===== config.mk =====
export PLATFORM = sky130hd
export DESIGN_NAME = spi_slave_rx
export DESIGN_NICKNAME = d
export VERILOG_FILES = /design/src/rtl/spi_pkg.sv /design/src/rtl/spi_sync.sv /design/src/rtl/spi_slave_rx.sv
export SDC_FILE = /design/constraint.sdc
export NUM_CORES = 1
export LEC_CHECK = 0
export ABC_AREA = 0
export BUFFER_PORTS_ARGS = -buffer_cell sky130_fd_sc_hd__buf_2
export CAP_MARGIN = 20
export CELL_PAD_IN_SITES_DETAIL_PLACEMENT = 1
export CELL_PAD_IN_SITES_GLOBAL_PLACEMENT = 2
export CORE_UTILIZATION = 33
export CTS_BUF_LIST = sky130_fd_sc_hd__clkbuf_4 sky130_fd_sc_hd__clkbuf_8
export DETAILED_ROUTE_END_ITERATION = 7
export GPL_ROUTABILITY_DRIVEN = 0
export PLACE_DENSITY = 0.78
export SLEW_MARGIN = 15
export SYNTH_ARGS = -nofsm -noshare
export SYNTH_HDL_FRONTEND = slang
export SYNTH_SLANG_ARGS = --single-unit
export TNS_END_PERCENT = 20

===== constraint.sdc =====
create_clock -name clock -period 2.2 [get_ports clock]
set_input_delay 0.33 -clock clock [delete_from_list [all_inputs] [get_ports clock]]
set_output_delay 0.33 -clock clock [all_outputs]
set_load 0.01 [all_outputs]

===== src/rtl/spi_pkg.sv =====
// Shared constants and types for the SPI slave receive path.
package spi_pkg;

    localparam int   SPI_WIDTH = 8;
    localparam logic SCLK_IDLE = 1'b0;
    localparam logic SS_IDLE   = 1'b1;

    typedef logic [SPI_WIDTH-1:0] spi_byte_t;

endpackage


===== src/rtl/spi_sync.sv =====
// N-stage flop chain that brings an asynchronous pin into the clock domain,
// loading a caller-chosen idle level on reset.
module spi_sync #(
    parameter int STAGES = 1
) (
    input  logic clock,
    input  logic reset,
    input  logic rst_val,
    input  logic d,
    output logic q
);

    logic [STAGES-1:0] stage;

    always_ff @(posedge clock) begin
        if (reset) begin
            stage <= {STAGES{rst_val}};
        end else begin
            stage[0] <= d;
            for (int i = 1; i < STAGES; i++) begin
                stage[i] <= stage[i-1];
            end
        end
    end

    assign q = stage[STAGES-1];

endmodule


===== src/rtl/spi_slave_rx.sv =====
// Receive-only SPI mode-0 slave: synchronizes the pins and shifts MOSI, MSB first.
// Optional byte-complete pulse (io_byteValid) when SPI_SLAVE_BYTE_VALID_EN is defined.
module spi_slave_rx
    import spi_pkg::*;
#(
    parameter int SYNC_STAGES = 1,
    parameter int WIDTH       = SPI_WIDTH
) (
    input  logic             clock,
    input  logic             reset,
    input  logic             io_SPISignals_SCLK,
    input  logic             io_SPISignals_MOSI,
    input  logic             io_SPISignals_SS,
    output logic [WIDTH-1:0] io_currentByte,
    output logic             io_isCurrentlyReading
`ifdef SPI_SLAVE_BYTE_VALID_EN
    ,
    output logic             io_byteValid
`endif
);

    logic             sclk_s;
    logic             mosi_s;
    logic             ss_s;
    logic             sclk_prev;
    logic             rise;
    logic             accept;
    logic [WIDTH-1:0] shreg;

    // Equal depth on all three pins keeps MOSI/SS aligned with the SCLK edge.
    spi_sync #(.STAGES(SYNC_STAGES)) u_sync_sclk (
        .clock   (clock),
        .reset   (reset),
        .rst_val (SCLK_IDLE),
        .d       (io_SPISignals_SCLK),
        .q       (sclk_s)
    );

    spi_sync #(.STAGES(SYNC_STAGES)) u_sync_mosi (
        .clock   (clock),
        .reset   (reset),
        .rst_val (1'b0),
        .d       (io_SPISignals_MOSI),
        .q       (mosi_s)
    );

    spi_sync #(.STAGES(SYNC_STAGES)) u_sync_ss (
        .clock   (clock),
        .reset   (reset),
        .rst_val (SS_IDLE),
        .d       (io_SPISignals_SS),
        .q       (ss_s)
    );

    assign rise   = sclk_s & ~sclk_prev;
    assign accept = rise & ~ss_s;

    // No bit counter: the register always holds the most recent WIDTH bits.
    always_ff @(posedge clock) begin
        if (reset) begin
            sclk_prev <= SCLK_IDLE;
            shreg     <= '0;
        end else begin
            sclk_prev <= sclk_s;
            if (accept) begin
                shreg <= {shreg[WIDTH-2:0], mosi_s};
            end
        end
    end

    assign io_currentByte        = shreg;
    assign io_isCurrentlyReading = ~ss_s;

`ifdef SPI_SLAVE_BYTE_VALID_EN
    logic [2:0] bit_cnt;
    logic       byte_valid_q;

    // Pulse lands in the same cycle the 8th bit becomes visible in shreg.
    always_ff @(posedge clock) begin
        if (reset) begin
            bit_cnt      <= 3'd0;
            byte_valid_q <= 1'b0;
        end else begin
            byte_valid_q <= accept && (bit_cnt == 3'd7);
            if (ss_s) begin
                bit_cnt <= 3'd0;
            end else if (accept) begin
                bit_cnt <= bit_cnt + 3'd1;
            end
        end
    end

    assign io_byteValid = byte_valid_q;
`endif

endmodule


* After elaboration in Yosys (flattened, before gate mapping)
Index checks and enable logic that the tools add are counted.
Word-level totals: input bits 5, output and inout bits 9, logic and storage cells 9, bits in registers 12
Cells by class: bitwise operators 4
Operator list (number):
- $and A1 B1 Y1 | 2
- $not A1 Y1 | 2

* Logic depth before layout (Yosys ltp)
depth in word-level cells 3, mapped depth 3, depth with buffers taken out 2

* Modules after synthesis
From an unflattened synthesis, not the netlist that was laid out.
Second synthesis, totals: cell total of the unflattened synthesis 38, area total of the unflattened synthesis 474.2 um^2
Modules (own cells, without submodules):
- spi_slave_rx | cells an instance 32, sequential area each 180.2 um^2, area an instance 369.1 um^2, times used 1
- spi_sync | cells an instance 2, sequential area each 20.0 um^2, area an instance 35.0 um^2, times used 3

* Worst setup path before layout
No wires, ideal clock.
kind register -> register, start reg sclk_prev, end reg shreg[2] (netlist: io_currentByte[2]), buffers on the path 0, cell stages (with the launch flop) 3, period minus slack after synthesis 0.950 ns, arrival time 0.831 ns, data required time 2.081 ns, path slack 1.250 ns, setup time 0.119 ns, cells stage by stage dfxtp_1 -> or3b_4 -> mux2i_1
Between the ends: cells in the longest elaborated chain, start to end 3
Ends and longest elaborated chain:
- start: declaration | RTL line spi_slave_rx.sv:25 | logic sclk_prev;
- start signal: assignment | RTL line spi_slave_rx.sv:64 | sclk_prev <= sclk_s;
- $not A1 Y1 | RTL line spi_slave_rx.sv:55 | assign rise = sclk_s & ~sclk_prev;
- $and A1 B1 Y1 | RTL line spi_slave_rx.sv:55
- $and A1 B1 Y1 | RTL line spi_slave_rx.sv:56 | assign accept = rise & ~ss_s;
- end signal: assignment | RTL line spi_slave_rx.sv:66 | shreg <= {shreg[WIDTH-2:0], mosi_s};
- end: declaration | RTL line spi_slave_rx.sv:28 | logic [WIDTH-1:0] shreg;
No other way between the ends. A chain may end at the register's enable or synchronous reset.

* Worst setup path after layout
start reg u_sync_ss.stage (netlist: u_sync_ss.q), end out io_isCurrentlyReading
Between the ends: cells in the longest elaborated chain, start to end 1
Ends and longest elaborated chain:
- start: declaration | RTL line spi_sync.sv:13 | logic [STAGES-1:0] stage;
- start signal: assignment | RTL line spi_sync.sv:17 | stage <= {STAGES{rst_val}};
- start signal: indexed assignment | RTL line spi_sync.sv:21 | stage[i] <= stage[i-1];
- $not A1 Y1 | RTL line spi_slave_rx.sv:72 | assign io_isCurrentlyReading = ~ss_s;
- end: declaration | RTL line spi_slave_rx.sv:15 | output logic io_isCurrentlyReading
No other way between the ends.

==> results by group <==
Setup path
  – Worst path bufs/invs: 2
  – WP data required: 1870 ps
  – Kind of critical path: register to output port
  – Slowest stage cell, crit path: dfxtp_1
  – Stages on the worst setup path: 2
  – Reg-to-reg setup timing slack: roughly 1100 ps
  – CP peak stage delay: roughly 400 ps
  – CP top delay family: flip-flops
  – Crit start category: register
  – CP endpoint kind: output port
  – Worst path cell trace: inv_1, buf_2
  – CP arrival: 840 ps
  – FF-to-FF path depth: 2
  – Crit-path max FO: 3

Synth
  – Yosys warning total: 0
  – Yosys cell types: 10
  – Post-synthesis cell area: about 440 um^2
  – Ranking of synthesized cells by area: dfxtp_1 (55%), mux2i_1 (18%), nand2b_1 (11%)
  – Syn avg cell area: about 12 um^2
  – Top cell type's share of synthesized area: between 50% and 60%
  – Synth Net Count: 42
  – Total of flip-flops plus latches after synthesis: 12
  – Sequential share of the synthesized area: 54.55%
  – Yosys top cell by area: dfxtp_1
  – Mapped Cells: 37

STA
  – Max Clk Rate: 852.6 MHz
  – Min Tclk post-route: 1173 ps
  – Slew Limit Fails: 0
  – Worst slew pin tran: 433.0 ps
  – Final worst slack: 1027 ps
  – Endpoints failing hold: 0
  – Setup violators final: 0
  – Min Hold Slack: around 240 ps
  – Setup TNS Final: 0 ps
  – Setup Skew: between 1 and 1.5 ps
  – Fin crit share: 53.31%
  – Slew HR: 71.10%
  – RSZ-0062 raised after global routing: no

Drt
  – TritonRoute pass-1 iters: 2
  – Residual DRC count: 0
  – Routed WL per cell: ~11 um
  – Final WL: 767 um
  – Via count: ~300
  – Initial DRC count: 2
  – ANT nets after route: 0
  – Routed vias/inst: 4.433

Global routing
  – Vias in the first global route: 304
  – Congestion Overflow GR: 0
  – Initial antenna violation count: 0
  – First-pass GRT wire length: approximately 1.3 mm
  – Largest net degree at the start of global routing: 14
  – Tot GR Track Use: between 10% and 20%

Run
  – Maxcap violations: 0

Layout
  – Final nets: 59
  – Share of cells above drive strength 1: between 30% and 40%
  – Final core occ: 47.44%
  – Most common cell after layout, fill and taps aside: buf_2
  – ANT cells: 0
  – Area growth, synth to finish: 26.14%
  – Commonest non-fill, non-tap cells in the layout: buf_2 (13), dfxtp_1 (12), nand2b_1 (8), mux2i_1 (8)

Floorplan
  – Starting Density: a little under two fifths
  – Core ar.: 1171 um^2
  – Die ar.: 1485 um^2
  – Num rows: 12
  – Die H: 38.53 um
  – Io pins: 14
  – Die W: 38.53 um

CTS
  – Post-cts hold buffer count: 0
  – Post_cts resized: 0
  – CTS Sinks: 12
  – Worst skew pair latency: between 200 and 300 ps
  – Root buf cell: clkbuf_4
  – Buffer count from post-CTS setup fixing: 0
  – Reg clk slew, reported paths: roughly 70 ps
  – Clock buffer depth: 2
  – TritonCTS buffer count: 3
  – CTS tree: built
  – H-tree depth: 1

Min path
  – Hold depth: 2
  – Hold Path Class: input pin to register

Placed design
  – DP HPWL: roughly 590 um
  – IO buf count: 13
  – Pre-CTS setup slack: ~1100 ps

Run status
  – Status: finished clean

Pwr
  – Power Density: 741.0 nW/um^2
  – Pleak: ~0.25 nW
  – Peak VDD IR: 0.0003115 V
==> layer usage <==
layer / track usage [%] / share of wire, % / vias up
li1: - / - / 151
met1: 15.22 / 45 / 136
met2: 20.83 / 49 / 8
met3: 3.488 / 4.4 / 2
met4: 10.34 / 1.2 / 0
met5: 0 / 0 / -
==> where the power goes <==
group / internal (W) / total (W) / switching (W)
registers: 0.000221 / 0.000224 / 0.00000296
clock network: 0.000100 / 0.000170 / 0.0000694
logic: 0.0000109 / 0.0000180 / 0.00000706
total: 0.000332 / 0.000412 / 0.0000795
==> state kept, by name, indices dropped and copies added, names as in the netlist <==
| name | flops |
|---|---|
| io_currentByte | 8 |
| sclk_prev | 1 |
| u_sync_mosi.q | 1 |
| u_sync_sclk.q | 1 |
| u_sync_ss.q | 1 |
==> per-stage QoR <==
step | instances | total power [W] | area (um^2)
detailed placement | 63 | 0.0002471 | 519.2
floorplan | 37 | 0.0002407 | 440.4
CTS | 67 | 0.0004176 | 555.5
finish | 67 | 0.0004116 | 555.5
global placement | 63 | 0.0002462 | 519.2
global route | 67 | 0.0004313 | 555.5
==> final timing paths <==
check,start,to
max reg2reg,u_sync_sclk.q$_SDFF_PP0_,io_currentByte[6]$_SDFFE_PP0P_
max,u_sync_ss.q$_SDFF_PP1_,io_isCurrentlyReading
min,io_SPISignals_SS,u_sync_ss.q$_SDFF_PP1_
min reg2reg,u_sync_mosi.q$_SDFF_PP0_,io_currentByte[0]$_SDFFE_PP0P_
==> layout make-up <==
class	count	area, um^2
Tap cell	14	17.52
Multi-Input combinational cell	23	192.7
Inverter	1	3.754
Timing Repair Buffer	13	65.06
Sequential cell	12	240.2
Fill cell	147	615.6
Clock buffer	4	36.28
==> cell usage after synthesis <==
library cell  count
clkbuf_1          1
dfxtp_1          12
inv_1             1
mux2i_1           8
nand2b_1          8
nor2b_1           3
nor3b_4           1
or2_2             1
or2b_1            1
or3b_4            1
==> kinds of logic after synthesis <==
family                 Yosys count  share of synthesized area [%]
AND/OR/NAND/NOR                 15                          25.57
multiplexers                     8                          18.18
buffers and inverters            2                          1.703
flip-flops                      12                          54.55
No activity file was read; power rests on OpenSTA's default activity.
